File: config.mk
export PLATFORM = sky130hd
export DESIGN_NAME = fifo_arb_ctrl
export DESIGN_NICKNAME = d
export VERILOG_FILES = /design/src/rtl/fifo_arb_pkg.sv /design/src/rtl/fifo_arb_ctrl_rr_arbiter.sv /design/src/rtl/fifo_arb_ctrl.sv
export SDC_FILE = /design/constraint.sdc
export NUM_CORES = 1
export LEC_CHECK = 0
export ABC_CLOCK_PERIOD_IN_PS = 1500
export CAP_MARGIN = 10
export CORE_MARGIN = 1.5
export CORE_UTILIZATION = 40
export CTS_BUF_LIST = sky130_fd_sc_hd__clkbuf_8 sky130_fd_sc_hd__clkbuf_16
export DETAILED_ROUTE_END_ITERATION = 16
export DONT_BUFFER_PORTS = 1
export HOLD_SLACK_MARGIN = 0.08
export PLACE_DENSITY = 0.63
export SYNTH_ARGS = -nofsm -noshare
export SYNTH_HDL_FRONTEND = slang
export SYNTH_SLANG_ARGS = --single-unit
File: constraint.sdc
create_clock -name clk -period 1.5 [get_ports clk]
set_input_delay 0.3 -clock clk [delete_from_list [all_inputs] [get_ports clk]]
set_output_delay 0.3 -clock clk [all_outputs]
set_load 0.05 [all_outputs]
File: src/rtl/fifo_arb_pkg.sv
// Shared encodings, default sizes and reset constants for the FIFO arbiter controller.
package fifo_arb_pkg;

  localparam int unsigned NFifoDefault   = 4;
  localparam int unsigned DataWDefault   = 12;
  localparam int unsigned UmbralWDefault = 3;

  localparam logic [2:0] UmbralSupRst = 3'b110;
  localparam logic [2:0] UmbralInfRst = 3'b001;

  typedef enum logic [4:0] {
    StReset  = 5'b00001,
    StInit   = 5'b00010,
    StIdle   = 5'b00100,
    StActive = 5'b01000,
    StError  = 5'b10000
  } state_e;

  function automatic int unsigned idx_width(input int unsigned n);
    return (n > 1) ? $clog2(n) : 1;
  endfunction

endpackage

File: src/rtl/fifo_arb_ctrl_rr_arbiter.sv
// One-hot grant from a request vector. Round-robin after last_granted_i by default;
// FIFO_ARB_FIXED_PRIO_EN selects fixed priority, lowest index first.
module rr_arbiter #(
  parameter int unsigned N    = 4,
  parameter int unsigned IdxW = 2
) (
  input  logic [N-1:0]    req_i,
  input  logic [IdxW-1:0] last_granted_i,
  output logic [N-1:0]    grant_o
);

  logic found;

`ifdef FIFO_ARB_FIXED_PRIO_EN
  logic unused_last_granted;
  assign unused_last_granted = ^last_granted_i;

  always_comb begin
    grant_o = '0;
    found   = 1'b0;
    for (int unsigned i = 0; i < N; i++) begin
      if (!found && req_i[i]) begin
        grant_o[i] = 1'b1;
        found      = 1'b1;
      end
    end
  end
`else
  // Search offsets 1..N from the last winner, so the last winner is considered last.
  always_comb begin
    grant_o = '0;
    found   = 1'b0;
    for (int unsigned k = 1; k <= N; k++) begin
      for (int unsigned i = 0; i < N; i++) begin
        if (!found && req_i[i] && (((32'(last_granted_i) + k) % N) == i)) begin
          grant_o[i] = 1'b1;
          found      = 1'b1;
        end
      end
    end
  end
`endif

endmodule

File: src/rtl/fifo_arb_ctrl.sv
// Arbitration controller draining N_FIFO source FIFOs into one output stream.
// Define FIFO_ARB_FIXED_PRIO_EN for fixed-priority arbitration instead of round-robin.
module fifo_arb_ctrl
  import fifo_arb_pkg::*;
#(
  parameter int unsigned N_FIFO   = NFifoDefault,
  parameter int unsigned DATA_W   = DataWDefault,
  parameter int unsigned UMBRAL_W = UmbralWDefault
) (
  input  logic                     clk,
  input  logic                     reset_L,
  input  logic                     init,
  input  logic [UMBRAL_W-1:0]      umbral_superior_in,
  input  logic [UMBRAL_W-1:0]      umbral_inferior_in,
  input  logic [N_FIFO-1:0]        fifo_empty,
  input  logic [N_FIFO-1:0]        fifo_error,
  input  logic [N_FIFO*DATA_W-1:0] fifo_data,
  input  logic                     down_almost_full,
  output logic [N_FIFO-1:0]        fifo_pop,
  output logic [UMBRAL_W-1:0]      umbral_superior,
  output logic [UMBRAL_W-1:0]      umbral_inferior,
  output logic [DATA_W-1:0]        data_out,
  output logic                     valid_out,
  output logic [4:0]               state,
  output logic                     idle,
  output logic [N_FIFO-1:0]        error_out
);

  localparam int unsigned IdxW = idx_width(N_FIFO);

  state_e              state_q, state_d;
  logic [UMBRAL_W-1:0] sup_q, sup_d, inf_q, inf_d;
  logic [N_FIFO-1:0]   error_q, error_d;
  logic [IdxW-1:0]     last_q, last_d;
  logic [IdxW-1:0]     pop_idx_q, pop_idx_d;
  logic                valid_q, valid_d;
  logic [N_FIFO-1:0]   req, grant;
  logic [IdxW-1:0]     grant_idx;

  // Pops depend on live inputs so backpressure takes effect in the same cycle.
  assign req = (state_q == StActive && !down_almost_full) ? ~fifo_empty : '0;

  rr_arbiter #(
    .N    (N_FIFO),
    .IdxW (IdxW)
  ) u_arb (
    .req_i          (req),
    .last_granted_i (last_q),
    .grant_o        (grant)
  );

  always_comb begin
    grant_idx = '0;
    for (int unsigned i = 0; i < N_FIFO; i++) begin
      if (grant[i]) grant_idx = IdxW'(i);
    end
  end

  always_comb begin
    state_d = state_q;
    if (state_q == StReset) begin
      state_d = StInit;
    end else if (|fifo_error) begin
      state_d = StError;
    end else if (init) begin
      state_d = StInit;
    end else begin
      unique case (state_q)
        StInit:   state_d = StIdle;
        StIdle:   if (!(&fifo_empty)) state_d = StActive;
        StActive: if (&fifo_empty) state_d = StIdle;
        default:  state_d = state_q;
      endcase
    end
  end

  always_comb begin
    sup_d     = sup_q;
    inf_d     = inf_q;
    if (state_q == StInit) begin
      sup_d = umbral_superior_in;
      inf_d = umbral_inferior_in;
    end
    error_d   = (state_q == StError && state_d == StInit) ? '0 : (error_q | fifo_error);
    last_d    = (|grant) ? grant_idx : last_q;
    pop_idx_d = grant_idx;
    valid_d   = |grant;
  end

  always_ff @(posedge clk) begin
    if (!reset_L) begin
      state_q   <= StReset;
      sup_q     <= UMBRAL_W'(UmbralSupRst);
      inf_q     <= UMBRAL_W'(UmbralInfRst);
      error_q   <= '0;
      last_q    <= IdxW'(N_FIFO - 1);
      pop_idx_q <= '0;
      valid_q   <= 1'b0;
    end else begin
      state_q   <= state_d;
      sup_q     <= sup_d;
      inf_q     <= inf_d;
      error_q   <= error_d;
      last_q    <= last_d;
      pop_idx_q <= pop_idx_d;
      valid_q   <= valid_d;
    end
  end

  // FIFO read data arrives the cycle after the pop, so the word is muxed from live inputs.
  always_comb begin
    data_out = '0;
    for (int unsigned i = 0; i < N_FIFO; i++) begin
      if (valid_q && pop_idx_q == IdxW'(i)) data_out = fifo_data[i*DATA_W +: DATA_W];
    end
  end

  assign fifo_pop        = grant;
  assign valid_out       = valid_q;
  assign state           = state_q;
  assign idle            = (state_q == StIdle);
  assign error_out       = error_q;
  assign umbral_superior = sup_q;
  assign umbral_inferior = inf_q;

endmodule

==> impl_metrics.yaml, run 1 <==
outcome:
  status: "complete, but fails checks"
  violations: "setup timing"
clocking:
  clock_latency_ns: 0.26
  cts_tree: "built"
  htree_levels: 1
  cts_sinks: 20
  clkTransAtPathRegs_ns: 0.08
  clockBufferDepth: 2
  numCtsBuffers: 3
  root_buffer: "clkbuf_8"
routing:
  ant_nets: 0
  wl_um: 3770
  wl_per_cell_um: 17.0
  num_vias: 1304
  route.detailed.drc: 0
  viasPerCell: 5.90
  dr.pass1.iters: 4
  drtIter0Drc: 46
synth:
  async_reset_ff_frac: 0
  ys_top_cells_by_count: "nor2_1 (21), dfxtp_1 (20), and2_1 (13), mux4_2 (12), nand2_1 (11)"
  synth_top_area_frac: 0.285
  synth_edf_count: 0
  yosysSeqAreaShare: 0.285
  syn_inst: 153
  syn-num-nets: 219
  syn_area_per_cell_um2: 9.19
  synth_area_um2: 1410
  yosys_register_bits: 20
  synth_ff_type: "dfxtp_1"
  synth_top_cell_by_area: "dfxtp_1"
  synth.area.top_cells: "dfxtp_1 (28%), mux4_2 (19%), and2_1 (5.8%)"
  yosysMostFrequentCell: "nor2_1"
  synth.yosys.warnings: 0
  ys_types: 43
die:
  core_um2: 3360
  die_w_um: 62.3
  initial_core_util: 0.418
  fp.dieH_um: 62.3
  core.rowCount: 21
  io_pins: 99
  die-area_um2: 3880
sta:
  slew_headroom: 0.601
  setup_ws_ns: -0.357
  skew_ns: 0.00577
  rsz0062_at_grt: "true"
  finalMaxSlewViolations: 0
  finalCritPeriodShare: 1.24
  hold_slack_ns: 0.0981
  tightest_slew_ns: 0.590
  finalSetupTns_ns: -4.94
  max_freq_mhz: 539
  hold_viol_final: 0
  fin_crit_ns: 1.86
  setup_violations: 17
grt:
  grt_usage: 0.184
  use_met3: 0.0634
  grt_util_met2: 0.360
  grt_pass1_wl_um: 5870
  grt_pass1_vias: 1268
  grt_max_degree: 14
  grt_use_met1: 0.193
  antenna_found_initial: 0
  grt_remaining_overflow: 0
  grt-busiest-layer: "met2"
setup_path:
  worstPathRequired_ns: 1.20
  cp_data_arrival_time_ns: 1.56
  worst-setup-path-type: "reg2out"
  endpoint_kind: "output pin"
  crit_path_start_kind: "register"
  critical_path.max_fanout: 9
pwr:
  finalPower_mw: 1.31
  powerDensity_nw_per_um2: 670
  p_leak_nw: 0.742
  ir_drop_v: 0.000601
job:
  max-cap-violations: 0
place:
  place_inst: 213
  place_ws_ns: -0.0997
  dpl.hpwl_um: 2960
  io_buffers: 0
  place.gp.congestion: 0.727
min_path:
  worstHoldPathType: "in2reg"
cells_and_area:
  stdcell_count: 221
  final_net_count: 242
  syn_to_final_growth_pct: 38.8
  diodes: 0
  drive_above_1_share: 0.463
==> flip-flops by register name (all words and copies together) (netlist names) <==
| signal | count |
|---|---|
| error_out | 4 |
| last_q | 2 |
| pop_idx_q | 2 |
| state | 5 |
| umbral_inferior | 3 |
| umbral_superior | 3 |
| valid_out | 1 |
==> path summary, 6_finish.rpt <==
check,cells past startpoint,slack (ns),startpoint,endpoint
max reg2reg,5,0.04,state[2]$_SDFF_PN0_,last_q[1]$_SDFFE_PN1P_
min,1,0.1,reset_L,umbral_inferior[0]$_SDFFE_PN1N_
max,5,-0.36,state[2]$_SDFF_PN0_,fifo_pop[3]
min reg2reg,2,0.60,last_q[0]$_SDFFE_PN1P_,last_q[0]$_SDFFE_PN1P_
==> metrics by stage <==
| step | utilization | instance area [um2] |
|---|---|---|
| floorplan | - | 1500 |
| global placement | 0.522 | 1750 |
| detailed placement | 0.522 | 1750 |
| CTS | 0.554 | 1860 |
| global route | 0.580 | 1950 |
| finish | 0.580 | 1950 |
==> where the power goes <==
part	internal, mW	switching [mW]
sequential	0.542	0.0573
combinational	0.0860	0.0859
clock	0.356	0.181
==> layout make-up <==
cell class / instances / area (um2)
fillers: 305 / 1410
well taps: 46 / 57.6
flip-flops and latches: 20 / 422
clock buffers: 3 / 41.3
repair buffers: 27 / 310
multi-input cells: 119 / 1070
clock inverters: 1 / 30.0
inverters: 5 / 18.8
==> critical path: stages (launching register included) <==
cell	delay, ns
dfxtp_4	0.35
nor4b_4	0.32
nand2_4	0.10
buf_6	0.16
a211oi_4	0.19
buf_12	0.17
==> logic make-up after synthesis <==
| kind of cell | synth area share |
|---|---|
| AO/OA/AOI/OAI | 0.164 |
| buffers and inverters | 0.0436 |
| flip-flops | 0.285 |
| multiplexers | 0.235 |
| AND/OR/NAND/NOR | 0.273 |
==> cell usage in the layout (no fill, tap or decap), types with 2 or more instances in the layout <==
master and n:
nor3_2 2, o211ai_1 2, nand2b_1 3, and2_4 12, a21oi_1 7, o21ai_0 4, mux4_2 12, inv_1 5
buf_6 4, dfxtp_4 4, nor3_4 2, nor2_1 20, a2111oi_4 2, dfxtp_1 11, dfxtp_2 5, a21boi_0 2
a21o_1 2, buf_12 6, nand2_1 11, nand3_1 3, buf_4 16, nor2_4 2, clkbuf_8 3, a21o_2 2
mux2i_1 6
==> metal layers <==
layer  up-vias  share of wire
li1        611              -
met1       616           0.36
met2        75           0.54
met3         2          0.095
met4         0         0.0032
met5         -              0
==> timing repair <==
item | 4_1_cts | 5_1_grt
endpoints found under the setup margin | 19 | 33
buffers inserted | 1 | 2
pin swaps | 4 | 2
gates resized for setup | 10 | 11
cloned | 0 | 1
hold buffers | 0 | 0
Note: power is estimated with default switching activity, not from simulation.
==> run 2, diff against run 1 <==
--- a/config.mk
+++ b/config.mk
@@ -12,6 +12,7 @@
 export CTS_BUF_LIST = sky130_fd_sc_hd__clkbuf_8 sky130_fd_sc_hd__clkbuf_16
 export DETAILED_ROUTE_END_ITERATION = 16
 export DONT_BUFFER_PORTS = 1
+export GPL_ROUTABILITY_DRIVEN = 1
 export HOLD_SLACK_MARGIN = 0.08
 export PLACE_DENSITY = 0.63
 export SYNTH_ARGS = -nofsm -noshare
==> results of run 2 <==
No change in the layout: final DEF, timing and power equal those of run 1.
